<file path="src/rtl/yj_fifo_wr_arbiter_if.sv">
// Requester and FIFO write-side signals of the yj FIFO write arbiter.
// master = requesters plus FIFO status, slave = the arbiter itself.
interface yj_fifo_wr_arbiter_if #(
    parameter int NREQ = 4,
    parameter int DW   = 32,
    parameter int GW   = $clog2(NREQ)
);
    logic [NREQ-1:0]    req_valid;
    logic [NREQ-1:0]    req_last;
    logic [NREQ*DW-1:0] req_data;
    logic [NREQ-1:0]    req_ready;
    logic               fifo_full;
    logic               fifo_wr_en;
    logic [DW-1:0]      fifo_wr_data;
    logic [GW-1:0]      grant_id;
    logic               busy;

    modport master (
        output req_valid, req_last, req_data, fifo_full,
        input  req_ready, fifo_wr_en, fifo_wr_data, grant_id, busy
    );

    modport slave (
        input  req_valid, req_last, req_data, fifo_full,
        output req_ready, fifo_wr_en, fifo_wr_data, grant_id, busy
    );
endinterface

</file>
<file path="src/rtl/yj_fifo_wr_arbiter.sv">
// Round-robin arbiter sharing one yj FIFO write port between NREQ requesters.
// Bursts are granted one at a time, with a single IDLE bubble between grants.

// Per-requester handshake: ready only for the granted lane, data masked to 0 unless transferring.
module yj_fifo_wr_arb_lane #(
    parameter int DW = 32
) (
    input  logic          sel,
    input  logic          fifo_full,
    input  logic          valid,
    input  logic [DW-1:0] data,
    output logic          ready,
    output logic          xfer,
    output logic [DW-1:0] data_out
);
    assign ready    = sel & ~fifo_full;
    assign xfer     = ready & valid;
    assign data_out = xfer ? data : '0;
endmodule

module yj_fifo_wr_arbiter #(
    parameter int NREQ      = 4,
    parameter int DW        = 32,
    parameter int BURST_MAX = 4
) (
    input logic                 CLK,
    input logic                 RSTn,
    yj_fifo_wr_arbiter_if.slave bus
);
    localparam int GW = $clog2(NREQ);
    localparam int CW = $clog2(BURST_MAX + 1);
    localparam logic [CW-1:0] LAST_BEAT = CW'(BURST_MAX - 1);
    localparam logic [GW-1:0] PTR_MAX   = GW'(NREQ - 1);

    typedef enum logic {IDLE, BURST} state_t;

    state_t                   state, state_nxt;
    logic [GW-1:0]            rr_ptr, rr_ptr_nxt;
    logic [GW-1:0]            grant_id, grant_nxt;
    logic [CW-1:0]            beat_cnt, beat_cnt_nxt;
    logic [GW-1:0]            winner;
    logic                     found;
    logic                     busy;
    logic                     xfer;
    logic                     burst_end;
    logic [NREQ-1:0]          sel;
    logic [NREQ-1:0]          ready;
    logic [NREQ-1:0]          lane_xfer;
    logic [NREQ-1:0][DW-1:0]  lane_data;
    logic [DW-1:0]            wr_data;

    assign busy = (state == BURST);

    genvar i;
    generate
        for (i = 0; i < NREQ; i++) begin : g_lane
            assign sel[i] = busy && (grant_id == GW'(i));
            yj_fifo_wr_arb_lane #(.DW(DW)) u_lane (
                .sel      (sel[i]),
                .fifo_full(bus.fifo_full),
                .valid    (bus.req_valid[i]),
                .data     (bus.req_data[i*DW +: DW]),
                .ready    (ready[i]),
                .xfer     (lane_xfer[i]),
                .data_out (lane_data[i])
            );
        end
    endgenerate

    // Only the granted lane can transfer, so OR-ing the masked lanes is a mux.
    always_comb begin
        wr_data = '0;
        for (int k = 0; k < NREQ; k++) wr_data |= lane_data[k];
    end

    assign xfer      = |lane_xfer;
    assign burst_end = xfer & (bus.req_last[grant_id] | (beat_cnt == LAST_BEAT));

    // First valid requester at or above rr_ptr, wrapping modulo NREQ.
    always_comb begin
        logic [GW:0] idx;
        winner = '0;
        found  = 1'b0;
        idx    = '0;
        for (int k = 0; k < NREQ; k++) begin
            idx = {1'b0, rr_ptr} + (GW+1)'(k);
            if (idx >= (GW+1)'(NREQ)) idx = idx - (GW+1)'(NREQ);
            if (!found && bus.req_valid[idx[GW-1:0]]) begin
                winner = idx[GW-1:0];
                found  = 1'b1;
            end
        end
    end

    always_comb begin
        state_nxt    = state;
        rr_ptr_nxt   = rr_ptr;
        grant_nxt    = grant_id;
        beat_cnt_nxt = beat_cnt;
        case (state)
            IDLE: begin
                if (found) begin
                    grant_nxt    = winner;
                    beat_cnt_nxt = '0;
                    state_nxt    = BURST;
                end
            end
            BURST: begin
                if (burst_end) begin
                    state_nxt    = IDLE;
                    rr_ptr_nxt   = (grant_id == PTR_MAX) ? '0 : grant_id + 1'b1;
                    beat_cnt_nxt = '0;
                end else if (xfer) begin
                    beat_cnt_nxt = beat_cnt + 1'b1;
                end
            end
            default: state_nxt = IDLE;
        endcase
    end

    always_ff @(posedge CLK or negedge RSTn) begin
        if (!RSTn) begin
            state    <= IDLE;
            rr_ptr   <= '0;
            grant_id <= '0;
            beat_cnt <= '0;
        end else begin
            state    <= state_nxt;
            rr_ptr   <= rr_ptr_nxt;
            grant_id <= grant_nxt;
            beat_cnt <= beat_cnt_nxt;
        end
    end

    assign bus.req_ready    = ready;
    assign bus.fifo_wr_en   = xfer;
    assign bus.fifo_wr_data = wr_data;
    assign bus.grant_id     = grant_id;
    assign bus.busy         = busy;
endmodule

</file>
<file path="src/flat_wrapper.sv">
// flat-port wrapper written by rule: the top's interface ports become plain ports
module yj_fifo_wr_arbiter_flat 
#(
    parameter int NREQ      = 4,
    parameter int DW        = 32,
    parameter int BURST_MAX = 4
)
  (CLK, RSTn, bus_req_valid, bus_req_last, bus_req_data, bus_fifo_full, bus_req_ready, bus_fifo_wr_en, bus_fifo_wr_data, bus_grant_id, bus_busy);
  yj_fifo_wr_arbiter_if #(.NREQ(NREQ), .DW(DW)) bus_i ();
  input logic CLK;
  input logic RSTn;
  input wire logic [$bits(bus_i.req_valid)-1:0] bus_req_valid;
  input wire logic [$bits(bus_i.req_last)-1:0] bus_req_last;
  input wire logic [$bits(bus_i.req_data)-1:0] bus_req_data;
  input wire logic [$bits(bus_i.fifo_full)-1:0] bus_fifo_full;
  output wire logic [$bits(bus_i.req_ready)-1:0] bus_req_ready;
  output wire logic [$bits(bus_i.fifo_wr_en)-1:0] bus_fifo_wr_en;
  output wire logic [$bits(bus_i.fifo_wr_data)-1:0] bus_fifo_wr_data;
  output wire logic [$bits(bus_i.grant_id)-1:0] bus_grant_id;
  output wire logic [$bits(bus_i.busy)-1:0] bus_busy;
  assign bus_i.req_valid = bus_req_valid;
  assign bus_i.req_last = bus_req_last;
  assign bus_i.req_data = bus_req_data;
  assign bus_i.fifo_full = bus_fifo_full;
  assign bus_req_ready = bus_i.req_ready;
  assign bus_fifo_wr_en = bus_i.fifo_wr_en;
  assign bus_fifo_wr_data = bus_i.fifo_wr_data;
  assign bus_grant_id = bus_i.grant_id;
  assign bus_busy = bus_i.busy;
  yj_fifo_wr_arbiter #(.NREQ(NREQ), .DW(DW), .BURST_MAX(BURST_MAX)) u_core (.CLK(CLK), .RSTn(RSTn), .bus(bus_i));
endmodule
</file>
<file path="config.mk">
export PLATFORM = sky130hd
export DESIGN_NAME = yj_fifo_wr_arbiter_flat
export DESIGN_NICKNAME = d
export VERILOG_FILES = /design/src/rtl/yj_fifo_wr_arbiter_if.sv /design/src/rtl/yj_fifo_wr_arbiter.sv /design/src/flat_wrapper.sv
export SDC_FILE = /design/constraint.sdc
export NUM_CORES = 1
export LEC_CHECK = 0
export CAP_MARGIN = 20
export CORE_MARGIN = 2
export CORE_UTILIZATION = 38
export DETAILED_ROUTE_END_ITERATION = 8
export PLACE_DENSITY = 0.87
export SETUP_SLACK_MARGIN = 0.1
export SYNTH_ARGS = -nofsm -noshare
export SYNTH_HDL_FRONTEND = slang
export SYNTH_HIERARCHICAL = 1
export SYNTH_SLANG_ARGS = --single-unit
</file>
<file path="constraint.sdc">
create_clock -name CLK -period 5.32 [get_ports CLK]
set_input_delay 1.064 -clock CLK [delete_from_list [all_inputs] [get_ports CLK]]
set_output_delay 1.064 -clock CLK [all_outputs]
set_load 0.02 [all_outputs]
</file>
# [Word level (Yosys, flattened, before mapping)]
# Index checks and enable logic that the tools add are counted.
[word_totals] reg_bits=8 inputBits=139 output_inout_bits=40 wordCells=92
[classes] add_sub_neg=9 magnitude_cmp=9 n_eq_ne=6 muxes=34 n_bitwise=15 n_reduce_logical=15
[ops] cell="$mux W32" count=4
[ops] cell="$or A32 B32 Y32" count=3
[ops] cell="$mux W2" count=9
[ops] cell="$lt A2 B3 Y1 const B" count=5
[ops] cell="$mux W1" count=11
[ops] cell="$bmux W1 S2" count=5
[ops] cell="$and A1 B1 Y1" count=9
[ops] cell="$ge A3 B3 Y1 const B" count=3
[ops] cell="$mux W3" count=3
[ops] cell="$sub A2 B1 Y2 const B" count=4
[ops] cell="$logic_and A1 B1 Y1" count=7
[ops] cell="$add A2 B2 Y3 const B" count=2
[ops] cell="$pmux W3 S2" count=1
[ops] cell="$reduce_and A2 Y1" count=3
[ops] cell="$eq A2 B2 Y1 const B" count=2
[ops] cell="$reduce_or A4 Y1" count=1
[ops] cell="$add A2 B1 Y3 const B" count=1
[ops] cell="$add A3 B1 Y3 const B" count=1
[ops] cell="$eq A3 B2 Y1 const B" count=1
[ops] cell="$ge A2 B3 Y1 const B" count=1
[ops] cell="$logic_not A1 Y1" count=3
[ops] cell="$ne A3 B3 Y1 const B" count=1
[ops] cell="$add A2 B1 Y2 const B" count=1
[ops] cell="$eq A2 B1 Y1 const B" count=1
[ops] cell="other kinds (5)" count=6

# [Depth between registers and ports, before layout]
[depth] ltp_word=16 ltp_mapped=10 depth_no_buf=9

# [Modules after synthesis]
# The synthesis kept the hierarchy.
[modules_own_cells] module="yj_fifo_wr_arb_lane" n_inst=4 cells_each=43 area_per_inst_um2=380.4 seq_area_each_um2=0.0
[modules_own_cells] module="yj_fifo_wr_arbiter" n_inst=1 cells_each=94 area_per_inst_um2=823.3 seq_area_each_um2=200.2

# [Worst setup path after synthesis]
# No wires, ideal clock.
[synth_timing] path_type="input port to output port" start="input bus_fifo_full" end="output bus_fifo_wr_data[23]" arrival_time_ns=2.012 required_ns=4.256 slack_ns=2.244 path_stages=3 path_buffers=1 cell_sequence="buf_2 -> and4b_1 -> or4_1"
[synth_rtl] element="start, declared" line_no="flat_wrapper.sv:15" source="input wire logic [$bits(bus_i.fifo_full)-1:0] bus_fifo_full;"
[synth_rtl] element="end, declared" line_no="flat_wrapper.sv:18" source="output wire logic [$bits(bus_i.fifo_wr_data)-1:0] bus_fifo_wr_data;"

==> reports/qor.txt <==
Count of pins over their slew limit: 0
Sequential cell area fraction in the yosys report: 0.0854
Post-route setup slack: 902 ps
Fraction of layout cells with a size suffix above 1: 0.0430
Synth area leaders: and4b_1 (55%), or4_1 (10%), dfrtp_1 (8.5%)
Setup tns final: 0 ps
Class of the tightest hold or removal check: reg -> reg
Post-synthesis cell count: 266
Die X-Extent: 82.6 µm
Total of flip-flops plus latches after synthesis: 8
Clock input transition at the sequential cells of the worst setup and hold paths: 40 ps
Data required, critical path: 4260 ps
Post-synth design cell area: 0.00234 mm²
Slew Limit Headroom: 0.274
Total power draw: 1.08 mW
Utilization after layout: 0.705
Total number of placement rows: 28
Worst reg2reg path startpoint: u_core/bus.grant_id[1]
CTS buffer count: 3
Critical Path AT: 3350 ps
Setup repair after global routing missed its margin: no
Worst hold margin: 502 ps
Final Hold Vio Count: 0
Fill cell instance count of the final layout: 502
Overall routed net length: 9800 µm
Max clock buf depth: 2
Post-Layout Cell Count: 494
Initial DRC Count: 182
Maximum clock frequency: 226 MHz
Launching element of the worst setup path: bus_req_valid[3]
Die Outline Area: 0.00681 mm²
Top-area cell type share of the netlist area: 0.546
Layout-stage area growth over the synthesis result: 79.0%
Flop2flop setup slack: 2510 ps
Placer's final routability congestion estimate: 0.824
Static leakage power: 2.08 nW
DRC viols: 0
Clock tree from TritonCTS: yes
Post-CTS setup buffer count: 0
Worst IR Drop VDD: 0.245 mV
Antenna diode count: 0
Global-route total usage across every layer: 0.261
First-pass GRT wire length: 14000 µm
Ratio of total power to cell area: 257 mW/mm²
Synth Area per Inst: 8.81 µm²
Most frequent standard cell in the layout excluding fill and tap cells: clkdlybuf4s50_1
Maximum clock skew at final layout: 2.25 ps
Synth area leader: and4b_1
Number of nets in the synthesized netlist: 411
Vertical die dimension: 82.6 µm
Placed insts: 488
Via density: 5.89
I/O pin count: 179
Shortest clock period the worst path allows after layout: 4420 ps
Maximum level of the CTS H-tree: 1
Initial Utilization: 0.394
Antenna violations before repair: 0
Result of the run: complete, no violations
Syn. warnings: 6
Post-synthesis cell type count: 28
Global-route congestion overflow total: 0
Clock sink total: 8
CP startpoint kind: primary input
Transition at the pin with the smallest max-transition slack: 1090 ps
End of the worst register-to-register path: u_core/rr_ptr[0]
Skew-Pair Late Insertion Delay: 230 ps
Share of the clock period used by the worst path after layout: 0.830
Core area: 0.00596 mm²
Via count of the first global-routing pass: 2725
Category of the worst setup path capture point: primary output
Via count: 2910
Cell with the largest stage delay on the worst path: clkdlybuf4s50_1
Worst setup endpoint: bus_fifo_wr_data[28]
Per-cell routed wire length: 19.8 µm
DP Wirelength: 6640 µm
Worst setup slack after placement: 910 ps
Crit-path max FO: 22
Count of input and output buffers: 178
Placed Instance Area: 0.00409 mm²
Final cell area excluding filler cells: 0.00420 mm²
Maximum number of pins on one net before global-route repair: 137
# resized after CTS: 0
Stage delay of the slowest cell on the critical path: 770 ps
Worst Path Class, Setup: in -> out
Number of hold buffers added after cts: 0
Final Net Count: 566
Root Buffer Master: clkbuf_8
Most frequent CP cell: clkdlybuf4s50_1
Final count of negative-setup-slack endpoints: 0
Max-cap check violation count: 0
ANT nets after route: 0
Leading cell types in the layout, fill and taps excluded: clkdlybuf4s50_1 (177), and4b_1 (128), or4_1 (32)
Iteration count of the initial detailed-routing pass: 4
Cell breakdown of the critical path: clkdlybuf4s50_1, buf_4, and4b_1, or4_1, clkdlybuf4s50_1
Depth of the worst register-to-register path: 9
[report_power, final]
part           leakage (nW)  internal (mW)  switching, mW
Clock                0.0216         0.0491         0.0252
Combinational          1.96          0.438          0.441
Sequential           0.0987         0.0863         0.0385
[critical path, delay by kind of cell]
| kind | cells | cell delay [ps] |
|---|---|---|
| buffers and inverters | 3 | 1690 |
| AND/OR/NAND/NOR | 2 | 590 |
[cells in the mapped netlist]
cell type / instances
o31ai_1: 1
nor2b_1: 6
a22oi_1: 2
nor4_1: 1
nor2_1: 2
o221ai_1: 1
or2_2: 1
and2_1: 4
ha_1: 6
dfrtp_1: 8
a32o_1: 1
mux2i_1: 3
nor4_2: 1
a21o_2: 1
o21ai_0: 4
inv_1: 8
nand2_1: 4
nand2_2: 1
nand3_1: 3
a22oi_4: 1
or3_1: 1
or4_1: 32
a2111oi_0: 1
and4b_1: 128
buf_2: 36
a21oi_1: 4
mux2_4: 1
and3b_1: 4
[layer usage]
layer	up-vias	share of wire	track usage
met3	6	0.078	0.0424
met5	-	0	0
li1	1440	-	-
met4	0	0.0064	0.0590
met1	1359	0.41	0.331
met2	105	0.51	0.461
[registers in the layout, indices dropped and copies added (netlist names)]
name                 cells
u_core/beat_cnt          3
u_core/bus.grant_id      2
u_core/rr_ptr            2
u_core/bus.busy          1
[cells by family (layout without fill, tap and decap cells)]
family / after synthesis / after routing / share of synthesized area
AND/OR/NAND/NOR: 188 / 188 / 0.723
buffers and inverters: 44 / 197 / 0.0896
AO/OA/AOI/OAI: 16 / 16 / 0.0512
flip-flops: 8 / 8 / 0.0854
adder cells (fa/ha/maj): 6 / 6 / 0.0320
multiplexers: 4 / 4 / 0.0192
[how the worst min path moves through the flow]
stage	startpoint	end	slack, ps	depth (start not counted)
6_report	u_core/beat_cnt[2]	u_core/beat_cnt[2]	500	2
5_1_grt	u_core/beat_cnt[2]	u_core/beat_cnt[2]	540	2
4_1_cts	u_core/beat_cnt[2]	u_core/beat_cnt[2]	510	2
3_5_place_dp	u_core/beat_cnt[2]	u_core/beat_cnt[2]	500	2
3_3_place_gp	u_core/beat_cnt[2]	u_core/beat_cnt[2]	480	2
2_1_floorplan	u_core/beat_cnt[2]	u_core/beat_cnt[2]	470	2
[layout make-up]
class,instances,area [µm²],share of cell area
clock buffer,3,41.3,0.00984
multi-input combinational,214,1930,0.461
sequential,8,200,0.0477
timing repair buffer,186,1900,0.452
tap,75,93.8,0.0224
inverter,8,30.0,0.00716
No activity file was read; power rests on OpenSTA's default activity.
